## src/rtl/cnn_window_reader.sv

```systemverilog
// Read-side address sequencer: walks a KxK window with stride over an HxW
// raster-ordered feature-map buffer, one address per valid/ready transfer.
module cnn_window_reader #(
  parameter int width_p      = 8,
  parameter int height_p     = 8,
  parameter int kernel_p     = 3,
  parameter int stride_p     = 1,
  parameter int addr_width_p = 16
) (
  input  logic                        clk_i,
  input  logic                        reset_i,
  input  logic                        start_i,
  input  logic                        abort_i,
  input  logic                        ready_i,
  output logic                        valid_o,
  output logic [addr_width_p-1:0]     addr_o,
  output logic [$clog2(kernel_p):0]   kx_o,
  output logic [$clog2(kernel_p):0]   ky_o,
  output logic [$clog2(width_p):0]    ox_o,
  output logic [$clog2(height_p):0]   oy_o,
  output logic                        first_o,
  output logic                        last_o,
  output logic                        busy_o,
  output logic                        frame_done_o
);

  localparam int ow_lp = (width_p - kernel_p) / stride_p + 1;
  localparam int oh_lp = (height_p - kernel_p) / stride_p + 1;
  localparam int kw_lp = $clog2(kernel_p) + 1;
  localparam int xw_lp = $clog2(width_p) + 1;
  localparam int yw_lp = $clog2(height_p) + 1;
  localparam int aw_lp = addr_width_p;

  localparam logic [kw_lp-1:0] k_last_lp  = kw_lp'(kernel_p - 1);
  localparam logic [xw_lp-1:0] ox_last_lp = xw_lp'(ow_lp - 1);
  localparam logic [yw_lp-1:0] oy_last_lp = yw_lp'(oh_lp - 1);

  typedef enum logic [1:0] {IDLE, RUN, DONE} state_t;

  state_t             state_reg, state_next;
  logic [kw_lp-1:0]   kx_reg, kx_next, ky_reg, ky_next;
  logic [xw_lp-1:0]   ox_reg, ox_next;
  logic [yw_lp-1:0]   oy_reg, oy_next;

  logic kx_wrap, ky_wrap, ox_wrap, oy_wrap, frame_end;

  assign kx_wrap   = (kx_reg == k_last_lp);
  assign ky_wrap   = (ky_reg == k_last_lp);
  assign ox_wrap   = (ox_reg == ox_last_lp);
  assign oy_wrap   = (oy_reg == oy_last_lp);
  assign frame_end = kx_wrap && ky_wrap && ox_wrap && oy_wrap;

  always_ff @(posedge clk_i) begin
    if (!reset_i) begin
      state_reg <= IDLE;
      kx_reg    <= '0;
      ky_reg    <= '0;
      ox_reg    <= '0;
      oy_reg    <= '0;
    end else begin
      state_reg <= state_next;
      kx_reg    <= kx_next;
      ky_reg    <= ky_next;
      ox_reg    <= ox_next;
      oy_reg    <= oy_next;
    end
  end

  always_comb begin
    state_next = state_reg;
    kx_next    = kx_reg;
    ky_next    = ky_reg;
    ox_next    = ox_reg;
    oy_next    = oy_reg;
    case (state_reg)
      IDLE: begin
        if (start_i && !abort_i) state_next = RUN;
      end
      RUN: begin
        // Abort outranks a transfer, including the final one of the frame.
        if (abort_i || (ready_i && frame_end)) begin
          state_next = abort_i ? IDLE : DONE;
          kx_next    = '0;
          ky_next    = '0;
          ox_next    = '0;
          oy_next    = '0;
        end else if (ready_i) begin
          kx_next = kx_wrap ? '0 : kx_reg + kw_lp'(1);
          if (kx_wrap) begin
            ky_next = ky_wrap ? '0 : ky_reg + kw_lp'(1);
            if (ky_wrap) begin
              ox_next = ox_wrap ? '0 : ox_reg + xw_lp'(1);
              if (ox_wrap) oy_next = oy_reg + yw_lp'(1);
            end
          end
        end
      end
      DONE:    state_next = IDLE;
      default: state_next = IDLE;
    endcase
  end

  logic [aw_lp-1:0] row_w, col_w;

  always_comb begin
    row_w  = aw_lp'(oy_reg) * aw_lp'(stride_p) + aw_lp'(ky_reg);
    col_w  = aw_lp'(ox_reg) * aw_lp'(stride_p) + aw_lp'(kx_reg);
    addr_o = row_w * aw_lp'(width_p) + col_w;
  end

  assign valid_o      = (state_reg == RUN);
  assign busy_o       = (state_reg != IDLE);
  assign frame_done_o = (state_reg == DONE);
  assign first_o      = valid_o && (kx_reg == '0) && (ky_reg == '0);
  assign last_o       = valid_o && kx_wrap && ky_wrap;
  assign kx_o         = kx_reg;
  assign ky_o         = ky_reg;
  assign ox_o         = ox_reg;
  assign oy_o         = oy_reg;

endmodule

```

## config.mk

```make
export PLATFORM = sky130hd
export DESIGN_NAME = cnn_window_reader
export DESIGN_NICKNAME = d
export VERILOG_FILES = /design/src/rtl/cnn_window_reader.sv
export SDC_FILE = /design/constraint.sdc
export NUM_CORES = 1
export LEC_CHECK = 0
export CORE_ASPECT_RATIO = 0.7
export CORE_MARGIN = 2
export CORE_UTILIZATION = 45
export DETAILED_ROUTE_END_ITERATION = 7
export PLACE_DENSITY = 0.8
export SYNTH_ARGS = -nofsm -noshare
export SYNTH_HDL_FRONTEND = slang
export SYNTH_SLANG_ARGS = --single-unit
```

## constraint.sdc

```tcl
create_clock -name clk_i -period 3.3 [get_ports clk_i]
set_input_delay 0.495 -clock clk_i [delete_from_list [all_inputs] [get_ports clk_i]]
set_output_delay 0.495 -clock clk_i [all_outputs]
set_load 0.01 [all_outputs]
```

==> impl_metrics.json, run 1 <==
{
  "status": "finished clean",
  "fin_crit_sh": 0.9351,
  "critical_path_buf_inv_count": 1,
  "critPathSlowestCell": "fa_1",
  "antenna_found_initial": 0,
  "peakVddDrop_mv": 0.2242,
  "drt_iter0_drc": 68,
  "die_width_um": 68.95,
  "cts.repair_timing.setup_buffer_count": 0,
  "ctsResizeCount": 0,
  "clockBufferDepth": 2,
  "ys_seq_area_frac": 0.2411,
  "cts_hold_buffers": 0,
  "instances_no_fill": 225,
  "skew_ns": 0.003144,
  "syn_area_sq_um": 1329,
  "max-cap-violations": 0,
  "grt_pass1_wl_um": 5430,
  "async_flop_share": 0,
  "grt_overflow": 0,
  "fill_cells": 250,
  "htreeDepth": 1,
  "post_drt_wl_per_cell_um": 15.63,
  "die_area_sq_um": 3411,
  "worst-setup-path-type": "flop to primary output",
  "tightest_slew_ns": 0.5063,
  "rows": 16,
  "syn_avg_cell_area_sq_um": 8.357,
  "numClockSinks": 16,
  "synth-edff-count": 0,
  "die_h_um": 49.47,
  "route.detailed.drc": 0,
  "gp_congestion": 0.8722,
  "ys_ff_latch": 16,
  "worst_path_largest_cell_delay_ns": 0.54,
  "start_util": 0.4741,
  "grt_setup_unrepaired": "false",
  "yosys.cell_types.count": 47,
  "yosys_warnings": 0,
  "dominantRegCellSynth": "dfxtp_1",
  "cp_max_fo": 9,
  "clock_latency_ns": 0.25,
  "final-max-slew-violation-count": 0,
  "power_density_nw_per_um2": 235.9,
  "port_buffers": 31,
  "relSlewSlack": 0.6614,
  "cp-end-kind": "primary output",
  "crit_required_ns": 2.80,
  "fmax_mhz": 324.1,
  "cts.clk_slew.worst_paths_ns": 0.06,
  "final_layout_size_suffix_gt1_frac": 0.07407,
  "syn2layout_area_growth_pct": 26.65,
  "crit_chain": "ha_1, fa_1, o21ai_0, nor3_1, a22o_1, clkdlybuf4s50_1",
  "finalSetupTns_ns": 0,
  "syn_inst": 159,
  "grt_max_degree": 15,
  "drt_wl_total_um": 3517,
  "hpwl_um": 2621,
  "setup_viol": 0,
  "fin_crit_ns": 3.086,
  "p_leak_nw": 0.6658,
  "num_vias": 1335,
  "final_nets": 209,
  "ioPinCount": 40,
  "cts_tree": "done",
  "ant_nets": 0,
  "first_pass_iters": 4,
  "cts_buffers": 3,
  "crit_family": "adder cells",
  "n_antenna_cell": 0,
  "hold_violations": 0,
  "place_inst": 222,
  "multiInputGateArea_sq_um": 924.6,
  "critPathLaunchType": "flop",
  "coreArea_sq_um": 2803,
  "grt_pass1_vias": 1151,
  "arrival_ns": 2.59,
  "vias_per_cell": 5.933,
  "clockRootBuffer": "clkbuf_8",
  "regArea_sq_um": 320.3,
  "track_usage": 0.2103,
  "hold_path_class": "flop to flop"
}
worst paths after layout:
path	start	to	slack, ns	cells past startpoint
min reg2reg	ox_o[3]$_SDFFE_PN0P_	ox_o[3]$_SDFFE_PN0P_	0.56	2
min	ox_o[3]$_SDFFE_PN0P_	ox_o[3]$_SDFFE_PN0P_	0.56	2
max	ky_o[0]$_SDFFE_PN0P_	addr_o[7]	0.21	6
max reg2reg	state_reg[1]$_SDFFE_PN0P_	ox_o[3]$_SDFFE_PN0P_	1.46	5
power by group:
part / switching [mW] / internal (mW) / total [mW]
combinational: 0.0312 / 0.0196 / 0.0508
sequential: 0.00321 / 0.195 / 0.198
clock: 0.0669 / 0.0810 / 0.148
total: 0.101 / 0.296 / 0.397
metal layers:
layer  GRT usage  share of wire
met1      0.2975           0.46
met2      0.3141           0.46
met3     0.06621          0.075
met4     0.03922          0.011
met5           0              0
synth_stat cells, types with 2 or more instances:
master	count	share of area
dfxtp_1	16	0.24
nand4b_1	3	0.020
nand2b_1	4	0.019
a21oi_1	14	0.053
nand4_1	4	0.019
o21ai_0	10	0.038
xor2_1	4	0.026
xnor2_1	4	0.026
or3_1	3	0.014
nand2_1	8	0.023
nand3_1	7	0.026
nand3b_1	2	0.011
nor3_1	7	0.026
nor4_1	2	0.0094
ha_1	11	0.10
or3b_2	2	0.013
a211oi_1	2	0.011
nor2b_1	2	0.0094
clkbuf_1	3	0.0085
and3b_1	2	0.013
fa_1	2	0.030
nor2_1	4	0.011
inv_1	9	0.025
a21o_1	4	0.023
buf_4	8	0.045
placed cells by master (no fill, tap or decap), types with 2 or more instances in the layout:
| master | instances |
|---|---|
| a211oi_1 | 2 |
| a21o_1 | 4 |
| a21oi_1 | 14 |
| and3b_1 | 2 |
| clkbuf_8 | 3 |
| clkdlybuf4s50_1 | 31 |
| conb_1 | 8 |
| dfxtp_1 | 16 |
| fa_1 | 2 |
| ha_1 | 11 |
| inv_1 | 9 |
| nand2_1 | 8 |
| nand2b_1 | 4 |
| nand3_1 | 7 |
| nand3b_1 | 2 |
| nand4_1 | 4 |
| nand4b_1 | 3 |
| nor2_1 | 4 |
| nor2b_1 | 2 |
| nor3_1 | 7 |
| nor4_1 | 2 |
| o21ai_0 | 10 |
| or3_1 | 3 |
| or3b_2 | 2 |
| xnor2_1 | 4 |
| xor2_1 | 4 |
kinds of logic (layout without fill, tap and decap cells):
kind of cell | count (synthesis) | count (layout) | share of synthesized area
AO/OA/AOI/OAI | 39 | 39 | 0.1921
buffers and inverters | 21 | 44 | 0.08286
multiplexers | 1 | 1 | 0.007533
XOR/XNOR | 8 | 8 | 0.05273
adder cells (fa/ha/maj) | 13 | 13 | 0.1337
flip-flops | 16 | 16 | 0.2411
other | 1 | 8 | 0.002822
AND/OR/NAND/NOR | 60 | 60 | 0.2872
worst reg2reg max path, delay by kind of cell, from the launching register on:
kind | cells | cell delay [ns]
flip-flops | 1 | 0.32
buffers and inverters | 1 | 0.46
AO/OA/AOI/OAI | 1 | 0.14
AND/OR/NAND/NOR | 3 | 0.86
area by class of cell:
type	instances	area share
multi-input cells	129	0.5494
flip-flops and latches	16	0.1903
repair buffers	32	0.1888
well taps	36	0.02677
clock buffers	3	0.02454
inverters	9	0.02007
through the flow:
| step | area [sq um] | power [mW] | hold WS [ns] | worst slack (ns) | utilization |
|---|---|---|---|---|---|
| floorplan | 1355 | 0.2373 | 0.5341 | 1.097 | - |
| global placement | 1642 | 0.2507 | 0.5298 | 0.5876 | 0.5857 |
| detailed placement | 1642 | 0.2522 | 0.5521 | 0.4792 | 0.5857 |
| CTS | 1683 | 0.4014 | 0.5608 | 0.1966 | 0.6004 |
| global route | 1683 | 0.4136 | 0.5797 | 0.009294 | 0.6004 |
| finish | 1683 | 0.3970 | 0.5566 | 0.2142 | 0.6004 |
(Power assumes the default switching activity.)
==> run 2, diff against run 1 <==
--- a/config.mk
+++ b/config.mk
@@ -8,7 +8,9 @@
 export CORE_ASPECT_RATIO = 0.7
 export CORE_MARGIN = 2
 export CORE_UTILIZATION = 45
+export CTS_CLUSTER_SIZE = 14
 export DETAILED_ROUTE_END_ITERATION = 7
+export MAX_ROUTING_LAYER = met4
 export PLACE_DENSITY = 0.8
 export SYNTH_ARGS = -nofsm -noshare
 export SYNTH_HDL_FRONTEND = slang
==> run 2 against run 1 <==
Cell area increased by 0.37%. Count of clock-buffer cells in the layout increased by 1. Utilization increased by 0.22 points. Via count decreased by 1.1%. Worst hold slack improved by 0.010 ns. Clock power increased by 20%. Clock skew increased by 0.0015 ns. Register-to-register slack got worse by 0.03 ns. Setup slack improved by 0.024 ns. Die area unchanged. First-iteration DRC count increased by 35%. Maximum frequency increased by 0.77%. Largest cell class unchanged. Largest power group unchanged.
==> impl_metrics.json, run 2 (synthesized netlist as in run 1, its figures left out) <==
{
  "clockRootBuffer": "clkbuf_8",
  "multiInputGateArea_sq_um": 924.6,
  "cts_buffers": 3,
  "cts.clk_slew.worst_paths_ns": 0.06,
  "fill_cells": 262,
  "numClockSinks": 16,
  "max-cap-violations": 0,
  "grt_overflow": 0,
  "post_drt_wl_per_cell_um": 15.74,
  "status": "finished clean",
  "regArea_sq_um": 320.3,
  "skew_ns": 0.004624,
  "cts_hold_buffers": 0,
  "grt_max_degree": 15,
  "fmax_mhz": 326.6,
  "coreArea_sq_um": 2803,
  "p_leak_nw": 0.6675,
  "ioPinCount": 40,
  "fin_hold_ws_ns": 0.5667,
  "clock_latency_ns": 0.25,
  "final_cell_mix": "31 x clkdlybuf4s50_1, 16 x dfxtp_1, 14 x a21oi_1",
  "final-max-slew-violation-count": 0,
  "arrival_ns": 2.57,
  "ctsResizeCount": 0,
  "die_h_um": 49.47,
  "htreeDepth": 1,
  "ant_nets": 0,
  "final_layout_size_suffix_gt1_frac": 0.07407,
  "num_vias": 1320,
  "place_ws_ns": 0.5177,
  "syn2layout_area_growth_pct": 27.12,
  "drt_iter0_drc": 92,
  "relSlewSlack": 0.6516,
  "fin_crit_ns": 3.062,
  "port_buffers": 31,
  "instances_no_fill": 225,
  "die_width_um": 68.95,
  "rows": 16,
  "vias_per_cell": 5.867,
  "grt_setup_unrepaired": "false",
  "fin_crit_sh": 0.9279,
  "track_usage": 0.2233,
  "n_antenna_cell": 0,
  "critPathLaunchType": "flop",
  "cp-end-kind": "primary output",
  "setup_viol": 0,
  "start_util": 0.4741,
  "peakVddDrop_mv": 0.2376,
  "final_nets": 208,
  "cts_tree": "done",
  "worst-setup-path-type": "flop to primary output",
  "final_common_cell": "clkdlybuf4s50_1",
  "first_pass_iters": 4,
  "route.detailed.drc": 0,
  "finalSetupTns_ns": 0,
  "hpwl_um": 2662,
  "gp_congestion": 0.8659,
  "grt_pass1_wl_um": 5554,
  "grt_pass1_vias": 1168,
  "antenna_found_initial": 0,
  "power_density_nw_per_um2": 252.8,
  "hold_path_class": "flop to flop",
  "cts.repair_timing.setup_buffer_count": 0,
  "tightest_slew_ns": 0.5210,
  "p_total_mw": 0.4270,
  "hold_violations": 0,
  "drt_wl_total_um": 3541,
  "setup_ws_ns": 0.2379,
  "clockBufferDepth": 2,
  "place_inst": 221,
  "cp_max_fo": 10,
  "crit_required_ns": 2.80,
  "die_area_sq_um": 3411
}
[run 2: changes by cell type in the layout (fill, tap and decap cells not counted)]
cell / before / now
buf_4: 1 / 0
clkbuf_8: 3 / 4
[run 2: cell type report]
type | count | share of cell area
clock buffer | 4 | 0.03259
inverter | 9 | 0.02000
multi-input combinational | 129 | 0.5474
sequential | 16 | 0.1896
tap | 36 | 0.02667
timing repair buffer | 31 | 0.1837
[run 2: worst paths after layout]
check / from / slack (ns) / endpoint / cells after the start
max: kx_o[0]$_SDFFE_PN0P_ / 0.24 / addr_o[6] / 8
min: ox_o[3]$_SDFFE_PN0P_ / 0.57 / ox_o[3]$_SDFFE_PN0P_ / 2
max reg2reg: state_reg[1]$_SDFFE_PN0P_ / 1.43 / ox_o[3]$_SDFFE_PN0P_ / 5
min reg2reg: ox_o[3]$_SDFFE_PN0P_ / 0.57 / ox_o[3]$_SDFFE_PN0P_ / 2
[run 2: critical path, stage by stage, from the launching register on]
cell and delay [ns]:
dfxtp_1 0.50, ha_1 0.24, inv_1 0.06, fa_1 0.40, nor2b_1 0.12, o21ai_0 0.11, a21oi_1 0.19, xor2_1 0.15
clkdlybuf4s50_1 0.55
[run 2: metal layers]
layer  vias up  part of all wire  global-route usage  wire length, um
met3         4             0.064             0.06621              228
met1       634              0.48              0.3207             1708
li1        626                 -                   -                -
met4         0            0.0099             0.04902               35
met2        56              0.44              0.3077             1569
met5         -                 0                   -                0
[run 2: metrics by stage]
step           instance area, sq um    util
4_1_cts                        1689  0.6027
3_3_place_gp                   1634  0.5830
6_report                       1689  0.6027
2_1_floorplan                  1355       -
3_5_place_dp                   1634  0.5830
5_1_grt                        1689  0.6027
[run 2: where the power goes]
group	switching (mW)	internal (mW)
logic	0.0315	0.0197
clock network	0.0717	0.106
registers	0.00325	0.195
==> run 3, diff against run 2 <==
--- a/config.mk
+++ b/config.mk
@@ -8,6 +8,7 @@
 export CORE_ASPECT_RATIO = 0.7
 export CORE_MARGIN = 2
 export CORE_UTILIZATION = 45
+export CTS_BUF_LIST = sky130_fd_sc_hd__clkbuf_8
 export CTS_CLUSTER_SIZE = 14
 export DETAILED_ROUTE_END_ITERATION = 7
 export MAX_ROUTING_LAYER = met4
==> results of run 3 <==
Final layout, timing and power as in run 2 (identical DEF).
